## src/rtl/controle_jogo_param.sv

```systemverilog
// controle_jogo_param - parametrised game-control FSM for the chess-training datapath.
//
// Preloads N_SLOTS move memories at round start, regenerates the matched slot after a
// correct move, counts points/errors internally and ends the round on a point target,
// an error limit or timer expiry.
//
// Optional feature macro: CONTROLE_PAUSA_EN adds the `pausar` input and the PAUSA state
// (timer frozen, fimT ignored while paused).
//
// Ports:
//   clock, reset              - rising-edge clock, synchronous active-low reset
//   iniciar, fimT, acertou,
//   temJogada, terminar       - control inputs from the datapath / player
//   slotAcerto [SLOT_W]       - slot matched by the player's move, sampled in REGISTRA
//   pausar                    - pause request (CONTROLE_PAUSA_EN only)
//   registraR .. numGerador   - single-cycle datapath strobes
//   numJogada [SLOT_W]        - memory slot addressed by the load/save strobes
//   vitoria, derrota          - round result flags
//   db_estado [4]             - debug state code
module controle_jogo_param #(
  parameter int unsigned N_SLOTS    = 3,
  parameter int unsigned SLOT_W     = 2,
  parameter int unsigned PONTOS_MAX = 8,
  parameter int unsigned ERROS_MAX  = 3
) (
  input  logic              clock,
  input  logic              reset,
  input  logic              iniciar,
  input  logic              fimT,
  input  logic              acertou,
  input  logic              temJogada,
  input  logic              terminar,
  input  logic [SLOT_W-1:0] slotAcerto,
`ifdef CONTROLE_PAUSA_EN
  input  logic              pausar,
`endif
  output logic              registraR,
  output logic              zeraT,
  output logic              zeraR,
  output logic              zeraP,
  output logic              zeraG,
  output logic              contaP,
  output logic              contaT,
  output logic              decresceT,
  output logic              salvaNova,
  output logic              geraNova,
  output logic              numGerador,
  output logic [SLOT_W-1:0] numJogada,
  output logic              vitoria,
  output logic              derrota,
  output logic [3:0]        db_estado
);

  // State encoding equals the debug code so db_estado is a direct copy for legal states.
  typedef enum logic [3:0] {
    StInicial     = 4'h0,
    StIniciaElem  = 4'h1,
    StEspera      = 4'h2,
    StRegistra    = 4'h3,
    StCompara     = 4'h4,
    StResetGen    = 4'h5,
    StGera        = 4'h6,
    StSalva       = 4'h7,
    StCarrega     = 4'h8,
    StFimJogada   = 4'h9,
    StContaPonto  = 4'hA,
    StEsperaCarga = 4'hB,
`ifdef CONTROLE_PAUSA_EN
    StPausa       = 4'hC,
`endif
    StDecresce    = 4'hE,
    StFim         = 4'hF
  } state_e;

  localparam logic [SLOT_W-1:0] KLast = SLOT_W'(N_SLOTS - 1);

  state_e            state_q, state_d;
  logic [SLOT_W-1:0] k_q, k_d;
  logic [SLOT_W-1:0] slot_q, slot_d;
  logic [7:0]        pts_q, pts_d;
  logic [7:0]        err_q, err_d;
  logic              vit_q, vit_d;
  logic              der_q, der_d;

  // State and internal registers.
  always_ff @(posedge clock) begin
    if (!reset) begin
      state_q <= StInicial;
      k_q     <= '0;
      slot_q  <= '0;
      pts_q   <= '0;
      err_q   <= '0;
      vit_q   <= 1'b0;
      der_q   <= 1'b0;
    end else begin
      state_q <= state_d;
      k_q     <= k_d;
      slot_q  <= slot_d;
      pts_q   <= pts_d;
      err_q   <= err_d;
      vit_q   <= vit_d;
      der_q   <= der_d;
    end
  end

  // Next state and register updates.
  always_comb begin
    state_d = state_q;
    k_d     = k_q;
    slot_d  = slot_q;
    pts_d   = pts_q;
    err_d   = err_q;
    vit_d   = vit_q;
    der_d   = der_q;
    case (state_q)
      StInicial: begin
        pts_d = '0;
        err_d = '0;
        vit_d = 1'b0;
        der_d = 1'b0;
        if (iniciar) state_d = StIniciaElem;
      end
      StIniciaElem: begin
        k_d     = '0;
        state_d = StCarrega;
      end
      StCarrega:     state_d = (k_q == KLast) ? StEspera : StEsperaCarga;
      StEsperaCarga: begin
        k_d     = k_q + SLOT_W'(1);
        state_d = StCarrega;
      end
      StEspera: begin
        if (fimT) begin
          state_d = StFim;
          if (!vit_q) der_d = 1'b1;
        end
`ifdef CONTROLE_PAUSA_EN
        else if (pausar) state_d = StPausa;
`endif
        else if (temJogada) state_d = StRegistra;
      end
      StRegistra: begin
        slot_d  = slotAcerto;
        state_d = StCompara;
      end
      StCompara:    state_d = acertou ? StContaPonto : StDecresce;
      StContaPonto: begin
        if (pts_q != 8'hFF) pts_d = pts_q + 8'd1;
        if (PONTOS_MAX != 0 && (32'(pts_q) + 32'd1) == PONTOS_MAX) begin
          state_d = StFim;
          if (!der_q) vit_d = 1'b1;
        end else begin
          state_d = StGera;
        end
      end
      StGera:     state_d = StSalva;
      StSalva:    state_d = StFimJogada;
      StDecresce: begin
        if (err_q != 8'hFF) err_d = err_q + 8'd1;
        if (ERROS_MAX != 0 && (32'(err_q) + 32'd1) == ERROS_MAX) begin
          state_d = StFim;
          if (!vit_q) der_d = 1'b1;
        end else begin
          state_d = StFimJogada;
        end
      end
      StFimJogada: state_d = StEspera;
      StFim: begin
        // Clear on the way out so INICIAL already shows clean flags.
        if (terminar) begin
          state_d = StInicial;
          pts_d   = '0;
          err_d   = '0;
          vit_d   = 1'b0;
          der_d   = 1'b0;
        end
      end
      StResetGen: state_d = StInicial;
`ifdef CONTROLE_PAUSA_EN
      StPausa: if (!pausar) state_d = StEspera;
`endif
      default: state_d = StResetGen;
    endcase
  end

  // Moore outputs.
  always_comb begin
    registraR  = 1'b0;
    zeraT      = 1'b0;
    zeraR      = 1'b0;
    zeraP      = 1'b0;
    zeraG      = 1'b0;
    contaP     = 1'b0;
    contaT     = 1'b1;
    decresceT  = 1'b0;
    salvaNova  = 1'b0;
    geraNova   = 1'b0;
    numGerador = 1'b0;
    numJogada  = '0;
    db_estado  = state_q;
    case (state_q)
      StInicial: begin
        zeraR  = 1'b1;
        contaT = 1'b0;
      end
      StIniciaElem: begin
        zeraT    = 1'b1;
        zeraP    = 1'b1;
        geraNova = 1'b1;
        contaT   = 1'b0;
      end
      StCarrega: begin
        salvaNova = 1'b1;
        numJogada = k_q;
        contaT    = 1'b0;
      end
      StEsperaCarga: begin
        geraNova  = 1'b1;
        numJogada = k_q + SLOT_W'(1);
        contaT    = 1'b0;
      end
      StEspera, StCompara, StFimJogada: ;
      StRegistra:   registraR = 1'b1;
      StContaPonto: contaP    = 1'b1;
      StGera: begin
        geraNova   = 1'b1;
        numGerador = 1'b1;
        numJogada  = slot_q;
      end
      StSalva: begin
        salvaNova  = 1'b1;
        numGerador = 1'b1;
        numJogada  = slot_q;
      end
      StDecresce: decresceT = 1'b1;
      StFim:      contaT    = 1'b0;
      StResetGen: begin
        zeraG  = 1'b1;
        contaT = 1'b0;
      end
`ifdef CONTROLE_PAUSA_EN
      StPausa: contaT = 1'b0;
`endif
      default: db_estado = 4'hD;
    endcase
  end

  assign vitoria = vit_q;
  assign derrota = der_q;

endmodule

```

## config.mk

```make
export PLATFORM = sky130hd
export DESIGN_NAME = controle_jogo_param
export DESIGN_NICKNAME = d
export VERILOG_FILES = /design/src/rtl/controle_jogo_param.sv
export SDC_FILE = /design/constraint.sdc
export NUM_CORES = 1
export LEC_CHECK = 0
export CAP_MARGIN = 20
export CORE_AREA = 2 2 49 96
export DETAILED_ROUTE_END_ITERATION = 8
export DIE_AREA = 0 0 51 98
export PLACE_DENSITY = 0.67
export SLEW_MARGIN = 20
export SYNTH_ARGS = -nofsm -noshare
export SYNTH_HDL_FRONTEND = slang
export SYNTH_SLANG_ARGS = --single-unit
```

## constraint.sdc

```tcl
create_clock -name clock -period 2.2 [get_ports clock]
set_input_delay 0.33 -clock clock [delete_from_list [all_inputs] [get_ports clock]]
set_output_delay 0.33 -clock clock [all_outputs]
set_load 0.03 [all_outputs]
```

==> load_flow_metrics.sql <==
INSERT INTO impl_metrics (metric_group, metric, value, unit) VALUES
('drt', 'detailroute.via_count', '1967', ''),
('drt', 'drt-wirelength-per-cell', '14.7', 'um'),
('grt', 'via_count_of_the_first_global_routing_pass', '1891', ''),
('setup_path', 'worst_setup_path_end_kind', 'output pin', ''),
('status', 'status', 'finished clean', ''),
('sta', 'finalHoldViolCount', '0', ''),
('synthesis', 'netlist.area_leader.share', '0.276', ''),
('floorplan', 'die_width', '51', 'um'),
('cts', 'clk_path_buf_depth', '2', ''),
('floorplan', 'fp.coreArea', '4300', 'um^2'),
('grt', 'grt_pass1_wl', '8470', 'um'),
('sta', 'slew_headroom', '0.727', ''),
('floorplan', 'die_height', '98', 'um'),
('drt', 'drtIter0Drc', '36', ''),
('floorplan', 'start_util', '0.439', ''),
('placed_design', 'detailed_place_hpwl', '3890', 'um'),
('cts', 'insertion_delay', '0.26', 'ns'),
('setup_path', 'crit_path_max_fanout', '4', ''),
('cts', 'cts.hold.buffers_added', '0', ''),
('sta', 'timing.fmax', '478', 'MHz'),
('sta', 'worst_pin_slew', '0.407', 'ns'),
('synthesis', 'synth_area_per_cell', '7.30', 'um^2'),
('grt', 'grt_start_max_net_pins', '17', ''),
('finish', 'area.growth.synth_to_final', '20.5', '%'),
('setup_path', 'cp-startpoint', 'state_q[0]', ''),
('finish', 'stdcell_count', '338', ''),
('sta', 'setup-tns-final', '0', 'ns'),
('grt', 'grt_antenna_before_repair', '0', ''),
('setup_path', 'timing.critical_path.slowest_cell_delay', '0.68', 'ns'),
('setup_path', 'cells_along_the_critical_path', 'nor2_1 -> inv_1 -> a2bb2oi_1 -> clkdlybuf4s50_1', ''),
('synthesis', 'yosysSeqAreaShare', '0.276', ''),
('finish', 'final_layout_size_suffix_gt1_frac', '0.158', ''),
('synthesis', 'synthesis.yosys.warnings', '0', ''),
('cts', 'cts.sinks', '26', ''),
('setup_path', 'timing.critical_path.from_type', 'flip-flop', ''),
('sta', 'period_share', '0.951', ''),
('synthesis', 'synth_seq_cells', '26', ''),
('synthesis', 'netlist-cell-type-count', '61', ''),
('cts', 'cts_made_buffers', '3', ''),
('cts', 'clockRootBuffer', 'clkbuf_8', ''),
('finish', 'n_antenna_cell', '0', ''),
('synthesis', 'synth.top_cells.by_count', 'nor2_1 (29), nand2_1 (28), dfxtp_1 (26)', ''),
('finish', 'final_design_area_no_fill', '2270', 'um^2'),
('grt', 'gr-total-overflow', '0', ''),
('floorplan', 'area_enclosed_by_the_die_boundary', '5000', 'um^2'),
('sta', 'fin_hold_ws', '0.487', 'ns'),
('synthesis', 'number_of_synthesized_flops_with_an_enable_pin', '0', ''),
('sta', 'timing_max_transition_violations_final', '0', ''),
('sta', 'grt_setup_unrepaired', 'no', ''),
('sta', 'final_period_minus_worst_setup_slack', '2.09', 'ns'),
('grt', 'grt_util_all_layers', '0.213', ''),
('setup_path', 'timing_worst_setup_path_type', 'flip-flop to output pin', ''),
('cts', 'clk_pin_slew_worst_paths', '0.09', 'ns'),
('synthesis', 'syn-instance-count', '258', ''),
('setup_path', 'worst-path-buf-inv', '2', ''),
('synthesis', 'synthMostInstantiatedCell', 'nor2_1', ''),
('power', 'pwr_density_cell', '1100', 'nW/um^2'),
('setup_path', 'worst_reg2reg_path_length_in_cells', '6', ''),
('placed_design', 'numPlacedInstances', '334', ''),
('run', 'max_cap_violations', '0', ''),
('placed_design', 'dpl_cell_area', '2210', 'um^2'),
('cts', 'cts_tree', 'done', ''),
('setup_path', 'critPathTopFamily', 'buffers and inverters', ''),
('sta', 'timing.clock.skew', '0.00261', 'ns'),
('drt', 'drcViolationCount', '0', ''),
('synthesis', 'synth_area_leader_cell', 'dfxtp_1', ''),
('drt', 'vias_per_cell', '5.82', ''),
('setup_path', 'worst-endpoint-required', '1.87', 'ns'),
('power', 'worst_ir_drop_vdd', '0.000660', 'V'),
('floorplan', 'number_of_placed_i_o_pins', '28', ''),
('finish', 'finish.utilization', '0.528', '');
[layout make-up]
| class | instances | area (um^2) |
|---|---|---|
| Clock buffer | 4 | 55.1 |
| Fill cell | 443 | 2030 |
| Inverter | 11 | 41.3 |
| Multi-Input combinational cell | 201 | 1220 |
| Sequential cell | 26 | 524 |
| Tap cell | 54 | 67.6 |
| Timing Repair Buffer | 42 | 360 |
[logic make-up (layout without fill, tap and decap cells)]
family	Yosys count	in the layout	share of synthesized area
AO/OA/AOI/OAI	84	84	0.301
XOR/XNOR	2	2	0.00930
adder cells (fa/ha/maj)	5	5	0.0332
buffers and inverters	31	57	0.0770
flip-flops	26	26	0.276
multiplexers	4	4	0.0219
AND/OR/NAND/NOR	106	106	0.281
[metrics by stage]
stage               total power [mW]  setup WS, ns
finish                          2.51         0.109
detailed placement              2.22         0.284
CTS                             2.52        0.0150
floorplan                       1.73         0.102
global route                    2.70       0.00924
global placement                2.21         0.304
[routing by layer]
layer	vias to the layer above	track usage	wire length, um
li1	989	-	-
met1	927	0.229	1880
met2	43	0.408	2870
met3	8	0.0138	109
met4	0	0.0873	101
met5	-	0	0
[repair_timing]
action | CTS | global route
gates resized for setup | 3 | 4
buffers inserted | 0 | 0
setup endpoints to repair | 3 | 8
[worst min-delay path by stage]
| stage | startpoint | slack [ns] | depth (start not counted) | end |
|---|---|---|---|---|
| 2_1_floorplan | slot_q[0] | 0.45 | 2 | slot_q[0] |
| 3_3_place_gp | slot_q[0] | 0.47 | 2 | slot_q[0] |
| 3_5_place_dp | slot_q[0] | 0.48 | 2 | slot_q[0] |
| 4_1_cts | slot_q[0] | 0.49 | 2 | slot_q[0] |
| 5_1_grt | slot_q[0] | 0.52 | 2 | slot_q[0] |
| 6_report | slot_q[0] | 0.49 | 2 | slot_q[0] |
[report_power, final]
part	switching [mW]	leakage [nW]	internal, mW
Sequential	0.0951	0.212	0.525
Combinational	0.945	0.624	0.635
Clock	0.146	0.0288	0.160
Total	1.19	0.865	1.32
[flip-flops by register name, indices dropped and copies added (netlist names)]
| register | flops |
|---|---|
| slot_q | 2 |
| state_q | 4 |
| err_q | 8 |
| derrota | 1 |
| pts_q | 8 |
| vitoria | 1 |
| k_q | 2 |
[worst min-delay path, stage by stage, from the launching register on]
cell and delay (ns):
dfxtp_1 0.32, o21ai_0 0.07, a21oi_1 0.06
[cell usage in the layout (no fill, tap or decap), types with 7 or more instances in the layout]
master,instances
nand2_1,27
o21ai_0,24
buf_4,24
inv_1,9
dfxtp_1,23
a21oi_1,17
clkdlybuf4s50_1,15
nand3_1,7
nor3_1,11
nor2_1,29
No activity file was read; power rests on OpenSTA's default activity.
